==> src/rtl/cgia_shifter.sv <==
// CGIA line-buffer read side: primes from the ping-pong line buffer on each HSYNC edge
// and serializes 16-bit words MSB-first into a 1 bpp pixel stream.
module cgia_shifter #(
    parameter int unsigned LINE_WORDS = 40,
    parameter int unsigned ADR_W      = 6
) (
    input  logic             clk_i,
    input  logic             reset_i,
    input  logic             hsync_i,
    input  logic             vsync_i,
    input  logic             den_i,
    input  logic             hactive_i,
    output logic             lb_sel_o,
    output logic [ADR_W-1:0] lb_adr_o,
    input  logic [15:0]      lb_dat_i,
    output logic             pixel_o,
    output logic             underrun_o
);

    typedef enum logic [2:0] {IDLE, PRIME0, PRIME1, PRIME2, READY} state_t;

    localparam logic [ADR_W-1:0] LW = ADR_W'(LINE_WORDS);

    state_t           state, state_d;
    logic [15:0]      shreg, shreg_d;
    logic [15:0]      hold, hold_d;
    logic [3:0]       bitcnt, bitcnt_d;
    logic [ADR_W-1:0] wcnt, wcnt_d;
    logic [ADR_W-1:0] adr_d;
    logic             sel_d;
    logic             pend, pend_d;
    logic             pix_d, und_d;
    logic             hsync_q;
    logic             en, hs_edge;

    assign en      = hactive_i & den_i;
    assign hs_edge = hsync_i & ~hsync_q;

    always_ff @(posedge clk_i or posedge reset_i) begin
        if (reset_i) state <= IDLE;
        else         state <= state_d;
    end

    always_comb begin
        state_d  = state;
        shreg_d  = shreg;
        hold_d   = hold;
        bitcnt_d = bitcnt;
        wcnt_d   = wcnt;
        adr_d    = lb_adr_o;
        sel_d    = lb_sel_o;
        pend_d   = pend;
        pix_d    = 1'b0;
        und_d    = (state != READY) & en;

        if (hs_edge) begin
            sel_d    = vsync_i ? 1'b0 : ~lb_sel_o;
            adr_d    = '0;
            bitcnt_d = '0;
            wcnt_d   = '0;
            pend_d   = 1'b0;
            state_d  = PRIME0;
        end else begin
            case (state)
                IDLE: ;
                PRIME0: begin
                    adr_d   = ADR_W'(1);
                    state_d = PRIME1;
                end
                PRIME1: begin
                    shreg_d = lb_dat_i;
                    adr_d   = ADR_W'(2);
                    wcnt_d  = ADR_W'(1);
                    state_d = PRIME2;
                end
                PRIME2: begin
                    hold_d  = lb_dat_i;
                    state_d = READY;
                end
                READY: begin
                    // Refill lands one cycle after the word boundary, even while the window is closed.
                    if (pend) begin
                        hold_d = lb_dat_i;
                        if (lb_adr_o < LW) adr_d = lb_adr_o + ADR_W'(1);
                        pend_d = 1'b0;
                    end
                    if (en) begin
                        pix_d    = shreg[15];
                        shreg_d  = {shreg[14:0], 1'b0};
                        bitcnt_d = bitcnt + 4'd1;
                        if (bitcnt == 4'hF) begin
                            shreg_d = (wcnt < LW) ? hold : '0;
                            if (wcnt < LW) wcnt_d = wcnt + ADR_W'(1);
                            pend_d = 1'b1;
                        end
                    end
                end
                default: state_d = IDLE;
            endcase
        end
    end

    always_ff @(posedge clk_i or posedge reset_i) begin
        if (reset_i) begin
            shreg      <= '0;
            hold       <= '0;
            bitcnt     <= '0;
            wcnt       <= '0;
            lb_adr_o   <= '0;
            lb_sel_o   <= 1'b0;
            pend       <= 1'b0;
            pixel_o    <= 1'b0;
            underrun_o <= 1'b0;
            hsync_q    <= 1'b0;
        end else begin
            shreg      <= shreg_d;
            hold       <= hold_d;
            bitcnt     <= bitcnt_d;
            wcnt       <= wcnt_d;
            lb_adr_o   <= adr_d;
            lb_sel_o   <= sel_d;
            pend       <= pend_d;
            pixel_o    <= pix_d;
            underrun_o <= und_d;
            hsync_q    <= hsync_i;
        end
    end

endmodule

==> config.mk <==
export PLATFORM = sky130hd
export DESIGN_NAME = cgia_shifter
export DESIGN_NICKNAME = d
export VERILOG_FILES = /design/src/rtl/cgia_shifter.sv
export SDC_FILE = /design/constraint.sdc
export NUM_CORES = 1
export LEC_CHECK = 0
export ABC_CLOCK_PERIOD_IN_PS = 3500
export CAP_MARGIN = 20
export CORE_MARGIN = 4
export CORE_UTILIZATION = 25
export DETAILED_ROUTE_END_ITERATION = 6
export PLACE_DENSITY_LB_ADDON = 0.3
export SLEW_MARGIN = 30
export SYNTH_ARGS = -nofsm -noshare
export SYNTH_HDL_FRONTEND = slang
export SYNTH_SLANG_ARGS = --single-unit
==> constraint.sdc <==
create_clock -name clk_i -period 3.5 [get_ports clk_i]
set_input_delay 0.525 -clock clk_i [delete_from_list [all_inputs] [get_ports clk_i]]
set_output_delay 0.525 -clock clk_i [all_outputs]
set_load 0.02 [all_outputs]
==> results.py <==
metrics = {
    "logic_synthesis": {
        "netlist_instances": 248,
        "synthesis.area_sq_um": 2675,
        "yosys.area_share.adder_pct": 1.403,
        "synth.mux.area_fraction_pct": 7.577,
        "yosys_warnings": 0,
        "async_reset_ff_share_pct": 100.0,
        "yosys.area_share.simple_pct": 15.39,
        "synth-edff-count": 0,
        "synth_flop_cell": "dfrtp_1",
        "ys_seq_elements": 56,
        "synth_fp_nets": 273,
        "synth_compound_area_share_pct": 17.73,
        "synth_xor_area_share_pct": 1.637,
        "ys_types": 42,
        "seq_area_frac_synth_pct": 52.39,
        "synth_top_family_by_area": "compound AO/OA/AOI/OAI gates",
        "avgSynthCellArea_sq_um": 10.79,
    },
    "route": {
        "routedWlPerCell_um": 14.12,
        "drt_pass1_iterations": 4,
        "drc": 0,
        "dr_total_vias": 1965,
        "ant_nets": 0,
        "vias_per_cell": 4.793,
        "drt_iter0_drc": 80,
        "wl_mm": 5.790,
    },
    "grt": {
        "grt_max_degree": 57,
        "first_global_vias": 1953,
        "grt_pass1_wl_mm": 9.873,
        "overflow": 0,
        "antenna_found_initial": 0,
        "grt_usage_pct": 9.477,
    },
    "clocking": {
        "cts_sinks": 56,
        "ctsHoldBuffers": 0,
        "numCtsBuffers": 5,
        "postCtsResizedCells": 0,
        "cts_setup_buffers": 0,
        "clkTransAtPathRegs_ps": 100,
        "cts_tree": "built",
        "cts.htree.levels": 2,
        "cts-root-buf": "clkbuf_8",
        "clkLatencyLatePin_ps": 300,
        "clockBufferDepth": 2,
    },
    "timing": {
        "slew_headroom_pct": 46.81,
        "slew_violations": 0,
        "setup_slack_ps": 1294,
        "tightestPinTransition_ps": 797.9,
        "finalCritPeriodShare_pct": 63.03,
        "fin_skew_ps": 5.713,
        "fmax_mhz": 453.3,
        "hold_viol_final": 0,
        "fin_setup_tns_ps": 0,
        "rsz0062_at_grt": "no",
        "post-route-min-period_ps": 2206,
        "setup_violations": 0,
    },
    "floorplan": {
        "die_h_um": 111.4,
        "pin_count": 31,
        "initial_core_util_pct": 25.80,
        "die-area_sq_um": 12420,
        "core_sq_um": 10370,
        "rows": 37,
        "die_width_um": 111.4,
    },
    "finish": {
        "final_cell_count_no_fill": 410,
        "diodes": 0,
        "nets": 298,
        "fillCellCount": 1098,
        "drive_above_1_share_pct": 13.50,
        "utilization_pct": 30.98,
        "fin_area_sq_um": 3213,
        "area_growth_pct": 20.11,
        "multi_input_area_sq_um": 1170,
        "regArea_sq_um": 1401,
    },
    "place": {
        "port-buffer-count": 30,
        "placed_cells": 402,
        "hpwl_mm": 3.701,
        "post-place-ws_ps": 1169,
        "dpl_cell_area_sq_um": 3087,
        "gp_congestion": 0.7525,
    },
    "pwr": {
        "ir_drop_uv": 328.1,
        "power.density_nw_per_um2": 636.3,
        "p_leak_nw": 1.319,
    },
    "critical_path": {
        "cp-start-kind": "flop",
        "crit_type": "flop to flop",
        "critPathMaxFanout": 20,
        "cp.required_ps": 3710,
        "cp.arrival_ps": 2410,
        "cp-end-kind": "flop",
    },
    "min_path": {
        "hold_path.class": "flop to flop",
    },
    "outcome": {
        "status": "completed",
    },
    "flow_run": {
        "cap_violations": 0,
    },
}
## cell type report
cell class	count	share of cell area (%)
Sequential cell	56	43.61
Timing Repair Buffer	34	10.28
Inverter	4	0.4673
Clock buffer	7	2.998
Clock inverter	1	0.9346
Tap cell	136	5.296
Multi-Input combinational cell	172	36.41
## synth_stat cells, drive strengths merged, types with 2 or more instances
cell type	number	area [sq um]
inv	4	15.01
nand2b	2	12.51
o21ai	12	60.06
and2	2	12.52
nor3	5	25.02
a21oi	11	66.32
xnor2	4	35.03
nor2	25	110.1
ha	3	37.54
clkbuf	10	37.54
and3	4	25.02
a211oi	2	15.01
nand4	2	12.51
nand3	6	30.03
dfrtp	56	1401
mux2	18	202.7
buf	6	51.30
o31ai	15	112.6
nand3b	2	15.01
nand2	21	78.83
a221oi	15	131.4
a21o	2	15.01
a31oi	4	25.02
o211ai	2	15.01
nand4b	3	26.28
## worst max-delay path, stage by stage, from the launching register on
cell and delay (ps):
dfrtp_1 410, ha_1 210, and3_1 310, and2_1 690, a221oi_1 200, o31ai_1 280
## worst paths after layout
path	slack [ps]	endpoint	start	cells after the start
worst max-delay path	1290	shreg[13]$_DFFE_PP0P_	bitcnt[0]$_DFFE_PP0P_	5
worst min-delay path	500	shreg[10]$_DFFE_PP0P_	shreg[10]$_DFFE_PP0P_	2
worst max register to register	1290	shreg[13]$_DFFE_PP0P_	bitcnt[0]$_DFFE_PP0P_	5
worst min register to register	500	shreg[10]$_DFFE_PP0P_	shreg[10]$_DFFE_PP0P_	2
max in group asynchronous	2260	wcnt[1]$_DFFE_PP0P_	reset_i	3
min in group asynchronous	750	underrun_o$_DFF_PP0_	reset_i	3
## power breakdown
group / internal, mW / switching, mW / total, mW
clock: 0.253 / 0.202 / 0.455
sequential: 0.863 / 0.143 / 1.01
combinational: 0.293 / 0.290 / 0.583
## flip-flops by register name, indices dropped and copies added (netlist names)
register,count
bitcnt,4
shreg,16
lb_sel_o,1
state,3
hsync_q,1
underrun_o,1
pend,1
wcnt,6
hold,16
pixel_o,1
lb_adr_o,6
## kinds of logic (layout without fill, tap and decap cells)
logic type,count (synthesis),after routing
xor gates and xnor gates,5,5
muxes,18,18
and+or+nand+nor,79,79
buffers and inverters,20,46
AOI/OAI and AO/OA,67,67
adders and majority gates,3,3
DFF,56,56
## stage by stage
step | total power [mW] | hold WS (ps)
2_1_floorplan | 1.452 | 440.3
3_3_place_gp | 1.599 | 466.8
5_1_grt | 2.208 | 510.6
4_1_cts | 2.076 | 495.0
3_5_place_dp | 1.613 | 468.5
6_report | 2.044 | 495.6
## layout by cell type, fill, tap and decap left out, types with 7 or more instances in the layout
cell / netlist / layout
nor2_1: 24 / 24
clkbuf_8: 0 / 7
a221oi_1: 15 / 15
mux2_2: 18 / 18
clkdlybuf4s50_1: 0 / 30
a21oi_1: 10 / 10
o31ai_1: 15 / 15
o21ai_0: 12 / 12
nand2_1: 21 / 21
dfrtp_1: 56 / 56
## routing by layer
metal  routed length [um]  global-route usage, %  share of wire, %
met1                 3021                  13.52                52
met2                 2545                  15.08                44
met3                  195                  2.120               3.4
met4                   27                  1.460              0.47
met5                    0                      0                 0
Note: power is estimated with default switching activity, not from simulation.
